`src/rtl/ula_pkg.sv`:
```
// Shared definitions for the ALU issue/write-back controller: opcodes, FSM states,
// instruction field positions and a field-extraction helper.
package ula_pkg;

    localparam int DW      = 16;
    localparam int AW      = 3;
    localparam int OPC_LSB = 13;
    localparam int RD_LSB  = 10;
    localparam int RS1_LSB = 7;
    localparam int RS2_LSB = 4;

    typedef enum logic [2:0] {
        OP_ADD = 3'b000,
        OP_SUB = 3'b001,
        OP_DIV = 3'b010,
        OP_MUL = 3'b011,
        OP_AND = 3'b100,
        OP_OR  = 3'b101,
        OP_NOT = 3'b110,
        OP_XOR = 3'b111
    } op_t;

    typedef enum logic [1:0] {
        OCIOSO  = 2'd0,
        LER     = 2'd1,
        EXEC    = 2'd2,
        ESCREVE = 2'd3
    } estado_t;

    function automatic logic [AW-1:0] campo(input logic [DW-1:0] ins, input int lsb);
        return ins[lsb +: AW];
    endfunction

endpackage

```
`src/rtl/ula_banco_reg.sv`:
```
// 8x16 register file: one write port, two combinational operand reads and a debug read.
// Every entry clears on reset so the controller starts from a known architectural state.
module ula_banco_reg
    import ula_pkg::*;
#(
    parameter int NREG = 8
) (
    input  logic          clock,
    input  logic          reset_n,
    input  logic          we,
    input  logic [AW-1:0] waddr,
    input  logic [DW-1:0] wdata,
    input  logic [AW-1:0] raddr1,
    input  logic [AW-1:0] raddr2,
    input  logic [AW-1:0] dbg_sel,
    output logic [DW-1:0] rdata1,
    output logic [DW-1:0] rdata2,
    output logic [DW-1:0] dbg_valor
);

    logic [DW-1:0] regs_q [NREG];

    // NOTE: this array is reset entry by entry, so it maps to flops rather than a RAM
    // macro; that is intended here because reset must clear every register.
    always_ff @(posedge clock) begin
        if (!reset_n) begin
            for (int i = 0; i < NREG; i++) begin
                regs_q[i] <= '0;
            end
        end else if (we) begin
            regs_q[waddr] <= wdata;
        end
    end

    assign rdata1    = regs_q[raddr1];
    assign rdata2    = regs_q[raddr2];
    assign dbg_valor = regs_q[dbg_sel];

endmodule

```
`src/rtl/ula_sequenciador.sv`:
```
// Four-state issue/write-back controller driving an external combinational ALU.
// Define ULA_SEQ_HI_EN to keep the upper half of mul results in a HI register.
module ula_sequenciador
    import ula_pkg::*;
#(
    parameter int NREG = 8
) (
    input  logic          clock,
    input  logic          reset_n,
    input  logic          instr_valid,
    output logic          instr_ready,
    input  logic [15:0]   instr,
    input  logic          carga_en,
    input  logic [2:0]    carga_end,
    input  logic [15:0]   carga_dado,
    output logic [15:0]   ula_operando1,
    output logic [15:0]   ula_operando2,
    output logic [2:0]    ula_opcode,
    input  logic [31:0]   ula_resultado,
    output logic          concluido,
    output logic [2:0]    concluido_rd,
    output logic [15:0]   concluido_valor,
    output logic          erro_div0,
    input  logic [2:0]    dbg_sel,
    output logic [15:0]   dbg_valor
`ifdef ULA_SEQ_HI_EN
    ,
    output logic [15:0]   hi_valor
`endif
);

    estado_t       state_q, state_d;
    logic [15:0]   instr_q, instr_d;
    logic [15:0]   op1_q, op1_d, op2_q, op2_d;
    op_t           opc_q, opc_d;
    logic [31:0]   res_q, res_d;
    logic          div0_q, div0_d;
    logic          conc_q, conc_d, err_q, err_d;
    logic [2:0]    conc_rd_q, conc_rd_d;
    logic [15:0]   conc_val_q, conc_val_d;
`ifdef ULA_SEQ_HI_EN
    logic [15:0]   hi_q, hi_d;
`endif

    logic          we;
    logic [2:0]    waddr;
    logic [15:0]   wdata, rdata1, rdata2;
    logic [2:0]    rd;

    assign rd = campo(instr_q, RD_LSB);

    ula_banco_reg #(.NREG(NREG)) u_banco (
        .clock     (clock),
        .reset_n   (reset_n),
        .we        (we),
        .waddr     (waddr),
        .wdata     (wdata),
        .raddr1    (campo(instr_q, RS1_LSB)),
        .raddr2    (campo(instr_q, RS2_LSB)),
        .dbg_sel   (dbg_sel),
        .rdata1    (rdata1),
        .rdata2    (rdata2),
        .dbg_valor (dbg_valor)
    );

    // NOTE: every signal written here gets a default first, so no path leaves one
    // unassigned and no latch is inferred.
    always_comb begin
        state_d     = state_q;
        instr_d     = instr_q;
        op1_d       = op1_q;
        op2_d       = op2_q;
        opc_d       = opc_q;
        res_d       = res_q;
        div0_d      = div0_q;
        conc_d      = 1'b0;
        err_d       = 1'b0;
        conc_rd_d   = conc_rd_q;
        conc_val_d  = conc_val_q;
`ifdef ULA_SEQ_HI_EN
        hi_d        = hi_q;
`endif
        instr_ready = 1'b0;
        we          = 1'b0;
        waddr       = carga_end;
        wdata       = carga_dado;

        case (state_q)
            OCIOSO: begin
                instr_ready = 1'b1;
                we          = carga_en;
                if (instr_valid) begin
                    instr_d = instr;
                    state_d = LER;
                end
            end
            LER: begin
                op1_d   = rdata1;
                op2_d   = rdata2;
                opc_d   = op_t'(campo(instr_q, OPC_LSB));
                state_d = EXEC;
            end
            EXEC: begin
                res_d   = ula_resultado;
                div0_d  = (opc_q == OP_DIV) && (op2_q == '0);
                state_d = ESCREVE;
            end
            ESCREVE: begin
                if (div0_q) begin
                    err_d = 1'b1;
                end else begin
                    we         = 1'b1;
                    waddr      = rd;
                    wdata      = res_q[15:0];
                    conc_d     = 1'b1;
                    conc_rd_d  = rd;
                    conc_val_d = res_q[15:0];
                end
`ifdef ULA_SEQ_HI_EN
                if (opc_q == OP_MUL) hi_d = res_q[31:16];
`endif
                state_d = OCIOSO;
            end
            default: state_d = OCIOSO;
        endcase
    end

    // NOTE: sequential state uses non-blocking assignments so every register samples
    // the values from before the edge, independent of statement order.
    always_ff @(posedge clock) begin
        if (!reset_n) begin
            state_q    <= OCIOSO;
            instr_q    <= '0;
            op1_q      <= '0;
            op2_q      <= '0;
            opc_q      <= OP_ADD;
            res_q      <= '0;
            div0_q     <= 1'b0;
            conc_q     <= 1'b0;
            err_q      <= 1'b0;
            conc_rd_q  <= '0;
            conc_val_q <= '0;
`ifdef ULA_SEQ_HI_EN
            hi_q       <= '0;
`endif
        end else begin
            state_q    <= state_d;
            instr_q    <= instr_d;
            op1_q      <= op1_d;
            op2_q      <= op2_d;
            opc_q      <= opc_d;
            res_q      <= res_d;
            div0_q     <= div0_d;
            conc_q     <= conc_d;
            err_q      <= err_d;
            conc_rd_q  <= conc_rd_d;
            conc_val_q <= conc_val_d;
`ifdef ULA_SEQ_HI_EN
            hi_q       <= hi_d;
`endif
        end
    end

    assign ula_operando1   = op1_q;
    assign ula_operando2   = op2_q;
    assign ula_opcode      = opc_q;
    assign concluido       = conc_q;
    assign erro_div0       = err_q;
    assign concluido_rd    = conc_rd_q;
    assign concluido_valor = conc_val_q;

`ifdef ULA_SEQ_HI_EN
    assign hi_valor = hi_q;
    logic unused_bits;
    assign unused_bits = ^instr_q[3:0];
`else
    // Without HI the upper product half has nowhere to go.
    logic unused_bits;
    assign unused_bits = ^{instr_q[3:0], res_q[31:16]};
`endif

endmodule

```
`config.mk`:
```
export PLATFORM = sky130hd
export DESIGN_NAME = ula_sequenciador
export DESIGN_NICKNAME = d
export VERILOG_FILES = /design/src/rtl/ula_pkg.sv /design/src/rtl/ula_banco_reg.sv /design/src/rtl/ula_sequenciador.sv
export SDC_FILE = /design/constraint.sdc
export NUM_CORES = 1
export LEC_CHECK = 0
export ABC_AREA = 1
export BUFFER_PORTS_ARGS = -buffer_cell sky130_fd_sc_hd__buf_4
export CORE_MARGIN = 2
export CORE_UTILIZATION = 64
export CTS_CLUSTER_SIZE = 12
export DETAILED_ROUTE_END_ITERATION = 8
export PLACE_DENSITY = 0.87
export SYNTH_ARGS = -nofsm -noshare
export SYNTH_HDL_FRONTEND = slang
export SYNTH_HIERARCHICAL = 1
export SYNTH_SLANG_ARGS = --single-unit
```
`constraint.sdc`:
```
create_clock -name clock -period 4.4 [get_ports clock]
set_clock_uncertainty 0.05 [all_clocks]
set_input_delay 0.88 -clock clock [delete_from_list [all_inputs] [get_ports clock]]
set_output_delay 0.88 -clock clock [all_outputs]
set_load 0.005 [all_outputs]
```
# Word level (Yosys, flattened, before mapping)
# Memories as Yosys holds them, arrays and structs flattened. A register that Yosys moved wholly into a read port is not among the register bits.
# Cells that the tools add are included.
[op_classes] n_reduce_logical=9 n_bitwise=1 muxes=17 eq_ne=5
[op_table] op="2-to-1 mux 16 bit" n=3
[op_table] op="zero test 16 bit" n=1
[op_table] op="OR reduction 16 bit" n=1
[op_table] op="2-to-1 mux 3 bit" n=3
[op_table] op="2-to-1 mux 1 bit" n=8
[op_table] op="one-hot mux 2 bit (4 select lines)" n=1
[op_table] op="AND reduction 2 bit" n=3
[op_table] op="== test 2 bit, second input constant" n=2
[op_table] op="== test 3 x 2 -> 1 bit, second input constant" n=1
[op_table] op="== test 2 x 1 -> 1 bit, second input constant" n=1
[op_table] op="zero test 1 bit" n=2
[op_table] op="zero test 2 bit" n=1
[op_table] op="2-to-1 mux 2 bit" n=1
[op_table] op="inequality test 2 bit, second input constant" n=1
[op_table] op="one-hot mux 1 bit (2 select lines)" n=1
[op_table] op="logical AND 1 bit" n=1
[op_table] op="inverter 1 bit" n=1
[word_totals] inputBits=74 register_bits=59 ramBits=128 n_memories=1 elab_cells=42 output_inout_bits=73
[mem_list] memory="u_banco.regs_q" depth=8 word_bits=16 rd=3 rd_clocked_by_memory_dff=2 write_ports=8 line="ula_banco_reg.sv:21" rtl="logic [DW-1:0] regs_q [NREG];"

# Longest topological paths before layout
# Gate-level depths: netlist (run 1).
[depth] depth_word=7 ltp_mapped=12 mapped_depth_nobuf=10

# By module
# The synthesis (run 1) kept the hierarchy.
[by_module_without_submodules] mod="ula_banco_reg" area_each_um2=8750.9 seq_area_each_um2=3843.7 cells_each=1330 instances=1
[by_module_without_submodules] mod="ula_sequenciador" area_each_um2=3365.7 seq_area_each_um2=1741.7 cells_each=444 instances=1

# Least setup slack after synthesis (run 1)
# No wires, ideal clock.
[synth_path] kind="input to output" start="in dbg_sel[2]" end="out dbg_valor[10]" cell_stages=5 setup_slack_ns=1.892 arrival_time_ns=1.578 required_time_ns=3.470 path_buffers=2 cell_sequence="buf_2 inv_1 clkbuf_1 nand2_1 nand2_1"
[synth_via] elab_chain_len=1
[synth_lines] element="from (decl)" line="ula_sequenciador.sv:24" rtl="input logic [2:0] dbg_sel,"
[synth_lines] element="memory (8 x 16 bit)"
[synth_lines] element="to (decl)" line="ula_sequenciador.sv:25" rtl="output logic [15:0] dbg_valor"
# Every way passes these cells.

==> results of run 1 <==
-- cells in the mapped netlist (4+ instances only) --
cell type / number / share of area (%)
a21oi_1: 13 / 0.54
a21oi_2: 10 / 0.72
buf_2: 49 / 2.0
buf_4: 4 / 0.25
buf_6: 10 / 0.93
clkbuf_1: 32 / 0.99
clkbuf_2: 5 / 0.21
dfxtp_1: 87 / 14
edfxtp_1: 128 / 32
ha_1: 4 / 0.41
inv_1: 163 / 5.0
inv_2: 5 / 0.15
nand2_1: 710 / 22
nand2_2: 18 / 0.93
nand3_1: 195 / 8.1
nor2_1: 267 / 8.3
o21ai_0: 63 / 2.6
-- worst register-to-register path, cell delays in order, from the launching register on --
cell and delay (ps):
dfxtp_1 340, ha_1 180, inv_1 80, nor2_2 40, buf_4 220, inv_1 220, buf_4 350, nand2_1 100
nand2_1 130, inv_1 90, nor2_4 180, nand2_2 380, nand2_1 540, buf_4 330
-- sequential cells by signal, indices dropped and copies added (netlist names) --
| name | count |
|---|---|
| div0_q | 1 |
| concluido_rd | 3 |
| ula_opcode | 3 |
| erro_div0 | 1 |
| u_banco/regs_q | 128 |
| instr_q | 12 |
| concluido | 1 |
| ula_operando2 | 16 |
| concluido_valor | 16 |
| state_q | 2 |
| res_q | 16 |
| ula_operando1 | 16 |
-- metrics by stage --
| step | utilization, % | std cells |
|---|---|---|
| floorplan | - | 1774 |
| global placement | 69.7 | 2056 |
| detailed placement | 69.7 | 2056 |
| CTS | 73.7 | 2097 |
| global route | 73.7 | 2097 |
| finish | 73.7 | 2097 |
-- worst max path at each step --
stage | startpoint | end | cells past startpoint | slack, ps
floorplan | dbg_sel[2] | dbg_valor[10] | 5 | 1890
global placement | state_q[0]$_SDFFE_PN0P_ | u_banco/regs_q[1][6]$_SDFFCE_PN0P_ | 13 | 1030
detailed placement | state_q[0]$_SDFFE_PN0P_ | u_banco/regs_q[1][6]$_SDFFCE_PN0P_ | 13 | 980
CTS | state_q[0]$_SDFFE_PN0P_ | u_banco/regs_q[1][11]$_SDFFCE_PN0P_ | 13 | 950
global route | state_q[0]$_SDFFE_PN0P_ | u_banco/regs_q[1][11]$_SDFFCE_PN0P_ | 13 | 670
finish | state_q[1]$_SDFFE_PN0P_ | u_banco/regs_q[1][11]$_SDFFCE_PN0P_ | 13 | 860
-- layout by cell type (no fill, tap or decap) --
| cell type | instances |
|---|---|
| a21oi_1 | 13 |
| a21oi_2 | 10 |
| a31oi_1 | 1 |
| buf_12 | 1 |
| buf_4 | 151 |
| clkbuf_1 | 7 |
| clkbuf_16 | 23 |
| clkbuf_8 | 8 |
| clkinv_2 | 2 |
| dfxtp_1 | 85 |
| dfxtp_2 | 2 |
| edfxtp_1 | 128 |
| ha_1 | 4 |
| inv_1 | 163 |
| inv_2 | 5 |
| inv_6 | 1 |
| nand2_1 | 710 |
| nand2_2 | 18 |
| nand2_4 | 2 |
| nand3_1 | 195 |
| nor2_1 | 267 |
| nor2_2 | 1 |
| nor2_4 | 2 |
| o21ai_0 | 63 |
| o21ai_1 | 1 |
-- metal layers --
layer  up-vias  GRT usage (%)
met5         -              0
met4         0           22.2
met3       251           9.96
met2      1043           61.7
met1      5463           46.3
li1       5644              -
-- cells by family (layout without fill, tap and decap cells) --
family | after synthesis | count (layout) | share of synthesized area, %
and+or+nand+nor | 1195 | 1195 | 39.7
buffers and inverters | 272 | 361 | 9.86
DFF | 215 | 215 | 46.1
AOI/OAI and AO/OA | 88 | 88 | 3.95
adders and majority gates | 4 | 4 | 0.413
-- layout make-up --
cell class	instances	area, um^2	area share (%)
sequential	215	5590	40.7
clock buffer	38	712	5.18
timing repair buffer	152	1150	8.40
tap	234	293	2.13
inverter	168	631	4.59
clock inverter	3	18.8	0.137
multi-input combinational	1287	5340	38.9
-- power by group through the flow --
| stage | logic (mW) | clock network (mW) | registers (mW) |
|---|---|---|---|
| 6_report | 2.74 | 1.87 | 2.64 |
| 5_1_grt | 2.97 | 1.97 | 2.67 |
| 4_1_cts | 2.63 | 1.88 | 2.64 |
| 3_5_place_dp | 2.60 | 0 | 2.68 |
| 3_3_place_gp | 2.54 | 0 | 2.66 |
| 2_1_floorplan | 1.71 | 0 | 2.65 |
==> impl_metrics.yaml, run 1 <==
run_status:
  outcome: "finished clean"
power:
  powerDensity_nw_per_um2: 528
  combPwrFrac_pct: 37.7
  internal_power_mw: 4.41
  p_clk_share_pct: 25.8
  leakage_nw: 7.10
  pwr-share-seq_pct: 36.4
  ir_drop_mv: 0.323
  power_mw: 7.25
  p_sw_share_pct: 39.3
  switchingPower_mw: 2.85
sta:
  rsz0062_at_grt: "false"
  whs_ps: 423
  timing.setup.tns_ps: 0
  relSlewSlack_pct: 13.1
  worstMarginPinSlew_ps: 1300
  drv_slew: 0
  layout_min_cycle_time_ps: 3540
  finalWorstSetupSlack_ps: 859
  fmax_mhz: 282
  hold_viol: 0
  period_share_pct: 80.5
  finalSetupViolations: 0
worst_setup_path:
  required_ps: 4550
  slowest_delay_ps: 530
  cp_max_fo: 33
  rrSetupSlack_ps: 860
  ff2ff_path_depth: 13
  rr_startpoint: "state_q[1]$_SDFFE_PN0P_"
  crit_path_top_delay_cell: "nand2_1"
  r2r-end: "u_banco/regs_q[1][11]$_SDFFCE_PN0P_"
  cp.buffers_inverters: 6
  worstSetupEndpointType: "flop"
  arrival_ps: 3690
  startpoint_type: "flop"
  crit_chain: "ha_1 -> inv_1 -> nor2_2 -> buf_4 -> inv_1 -> buf_4 -> nand2_1 -> nand2_1 -> inv_1 -> nor2_4 -> nand2_2 -> nand2_1 -> buf_4"
  cpLargestDelayFamily: "simple AND/OR/NAND/NOR gates"
  crit_type: "flop to flop"
grt:
  track_usage_pct: 38.1
  grt_start_max_net_pins: 66
  grt_pass1_vias: 11700
  grt_first_pass_wirelength_um: 59500
  grt_overflow: 0
  antenna_found_initial: 0
final_layout:
  fillers: 1470
  final_area_um2: 13700
  final_nets: 1925
  areaGrowthSynthToFinish_pct: 13.3
  antenna_cells: 0
  drive_above_1_share_pct: 12.1
cts:
  numCtsBuffers: 23
  ctsRootBufferMaster: "clkbuf_16"
  postCtsSetupBuffers: 0
  cts_buffer_depth: 3
  cts.clk_slew.worst_paths_ps: 60
  hold_buffers: 0
  cts_tree: "done"
  cts_resized: 0
  clock-sinks: 215
  htreeDepth: 1
  clk_latency_ps: 520
synth:
  ys.warnings.count: 6
  synth_edf_count: 128
  dominantRegCellSynth: "edfxtp_1"
  syn_nets: 1852
  netlist_area_um2: 12100
  yosys.cell_types.count: 24
  synth_seq_cells: 215
  seq_area_frac_synth_pct: 46.1
  syn_inst: 1774
  postSynth.asyncResetShare_pct: 0
  syn_area_per_cell_um2: 6.83
worst_hold_path:
  holdPathStages: 2
  min_path_type: "flop to flop"
  min_to: "concluido_valor[0]$_SDFFE_PN0P_"
  min_from: "concluido_valor[0]$_SDFFE_PN0P_"
floorplanning:
  die_h_um: 142
  die_width_um: 142
  core.rowCount: 50
  core-area_um2: 18600
  ioPinCount: 147
  start_util_pct: 65.0
  fp.dieArea_um2: 20000
route:
  final_antenna_net_count: 0
  top_layer: "met4"
  drc: 0
  routed_wl_um: 39000
  wl_per_cell_um: 18.6
  first_pass_iters: 8
  vias_per_cell: 5.91
  met2_length_um: 17900
  drt_iter0_markers: 1992
  vias: 12400
  wl_met3_um: 5260
  route.layer.met1.wl_um: 13200
placed_design:
  dp_hpwl_um: 23500
  gp_congestion: 0.942
  post-place-ws_ps: 984
  io_buffers: 126
  postPlaceCellArea_um2: 13000
flow_run:
  cap_violations: 0
No activity file was read; power rests on OpenSTA's default activity.
==> run 2: changes to the inputs <==
- CORE_UTILIZATION: 64 -> 59
- PLACE_DENSITY: 0.87 -> 0.81
- clock period: 4.4 -> 3.46 ns (I/O delays scaled with it)
==> impl_metrics.yaml, run 2 (synthesized netlist as in run 1, its figures left out) <==
flow_run:
  cap_violations: 0
floorplanning:
  die_h_um: 147
  die_width_um: 147
  core-area_um2: 20200
  core.rowCount: 52
  ioPinCount: 147
  start_util_pct: 60.1
  fp.dieArea_um2: 21700
cts:
  cts.clk_slew.worst_paths_ps: 60
  cts_tree: "done"
  htreeDepth: 1
  cts_resized: 0
  numCtsBuffers: 24
  clk_latency_ps: 530
  cts_buffer_depth: 3
  hold_buffers: 0
  clock-sinks: 215
  ctsRootBufferMaster: "clkbuf_16"
  postCtsSetupBuffers: 0
final_layout:
  mostFrequentLayoutCell: "nand2_1"
  final_nets: 1935
  regMostFlops: "u_banco/regs_q"
  antenna_cells: 0
  post-route-util_pct: 68.9
  fillers: 1718
  areaGrowthSynthToFinish_pct: 14.6
  drive_above_1_share_pct: 12.6
  largest_register_ffs: 128
  layout_common_cells: "710 x nand2_1, 267 x nor2_1, 195 x nand3_1, 163 x inv_1, 159 x buf_4"
grt:
  grt_first_pass_wirelength_um: 59300
  grt_start_max_net_pins: 66
  track_usage_pct: 34.8
  grt_overflow: 0
  antenna_found_initial: 0
  grt_pass1_vias: 11500
sta:
  layout_min_cycle_time_ps: 2900
  rsz0062_at_grt: "false"
  fmax_mhz: 345
  period_share_pct: 83.7
  timing.setup.tns_ps: 0
  drv_slew: 0
  hold_viol: 0
  worstMarginPinSlew_ps: 896
  finalSetupViolations: 0
  relSlewSlack_pct: 40.2
power:
  powerDensity_nw_per_um2: 670
  ir_drop_mv: 0.459
  leakage_nw: 7.15
run_status:
  outcome: "finished clean"
worst_setup_path:
  arrival_ps: 3060
  required_ps: 3620
  cp_max_fo: 19
  crit_type: "flop to flop"
  worstSetupEndpointType: "flop"
  startpoint_type: "flop"
route:
  vias: 12200
  final_antenna_net_count: 0
  routed_wl_um: 38500
  drt_iter0_markers: 1984
  wl_per_cell_um: 17.9
  first_pass_iters: 8
  drc: 0
  vias_per_cell: 5.68
worst_hold_path:
  min_path_type: "input port to flop"
placed_design:
  io_buffers: 126
  dp_hpwl_um: 23700
  gp_congestion: 0.951
==> run 2: changes by cell type in the layout (fill, tap and decap cells not counted), sizes merged <==
cell	before	now
buf	152	161
clkinv	2	5
clkinvlp	0	2
clkbuf	38	37
inv	169	168
==> run 2: worst max-delay path, stage by stage, from the launching register on <==
cell,delay (ps)
dfxtp_1,380
ha_1,180
inv_1,60
nor2_2,110
buf_4,300
nand2_1,110
nand2_1,140
inv_1,80
nor2_4,170
nand2_2,300
nand2_1,370
buf_4,300
==> run 2: per-layer routing <==
layer | vias to the layer above | track usage, % | part of all wire (%)
li1 | 5668 | - | -
met3 | 192 | 6.24 | 13
met5 | - | 0 | 0
met1 | 5460 | 43.5 | 35
met4 | 0 | 19.5 | 5.6
met2 | 866 | 57.4 | 47
==> run 2: per-stage QoR <==
| step | power, mW | area (um^2) | hold slack [ps] | cells | setup slack, ps |
|---|---|---|---|---|---|
| floorplan | 5.55 | 12100 | 385 | 1774 | 1100 |
| global placement | 6.67 | 13100 | 405 | 2101 | 680 |
| detailed placement | 6.77 | 13100 | 412 | 2101 | 611 |
| CTS | 9.21 | 13900 | 327 | 2145 | 571 |
| global route | 9.75 | 13900 | 340 | 2145 | 398 |
| finish | 9.30 | 13900 | 331 | 2145 | 565 |
==> run 2: final cells by class <==
class                      instances  area [um^2]  share of cell area (%)
clock buffer                      37          711                    5.12
tap                              270          338                    2.43
inverter                         168          631                    4.54
timing repair buffer             161         1230                    8.88
clock inverter                     7         51.3                   0.369
sequential                       215         5590                    40.2
multi-input combinational       1287         5340                    38.4
==> run 2: where the power goes <==
group          switching [mW]  internal (mW)  total [mW]
sequential              0.216           3.14        3.35
combinational            2.41           1.08        3.50
clock                    1.04           1.42        2.45
total                    3.67           5.64        9.30
==> run 2: path summary, 6_finish.rpt <==
kind                                                      start                             endpoint  slack [ps]  depth (start not counted)
worst max register to register          state_q[1]$_SDFFE_PN0P_  u_banco/regs_q[5][13]$_SDFFCE_PN0P_         560                         11
worst min register to register  concluido_valor[1]$_SDFFE_PN0P_      concluido_valor[1]$_SDFFE_PN0P_         420                          2
worst max-delay path                    state_q[1]$_SDFFE_PN0P_  u_banco/regs_q[5][13]$_SDFFCE_PN0P_         560                         11
worst min-delay path                           ula_resultado[0]                res_q[0]$_SDFFE_PN0N_         330                          3
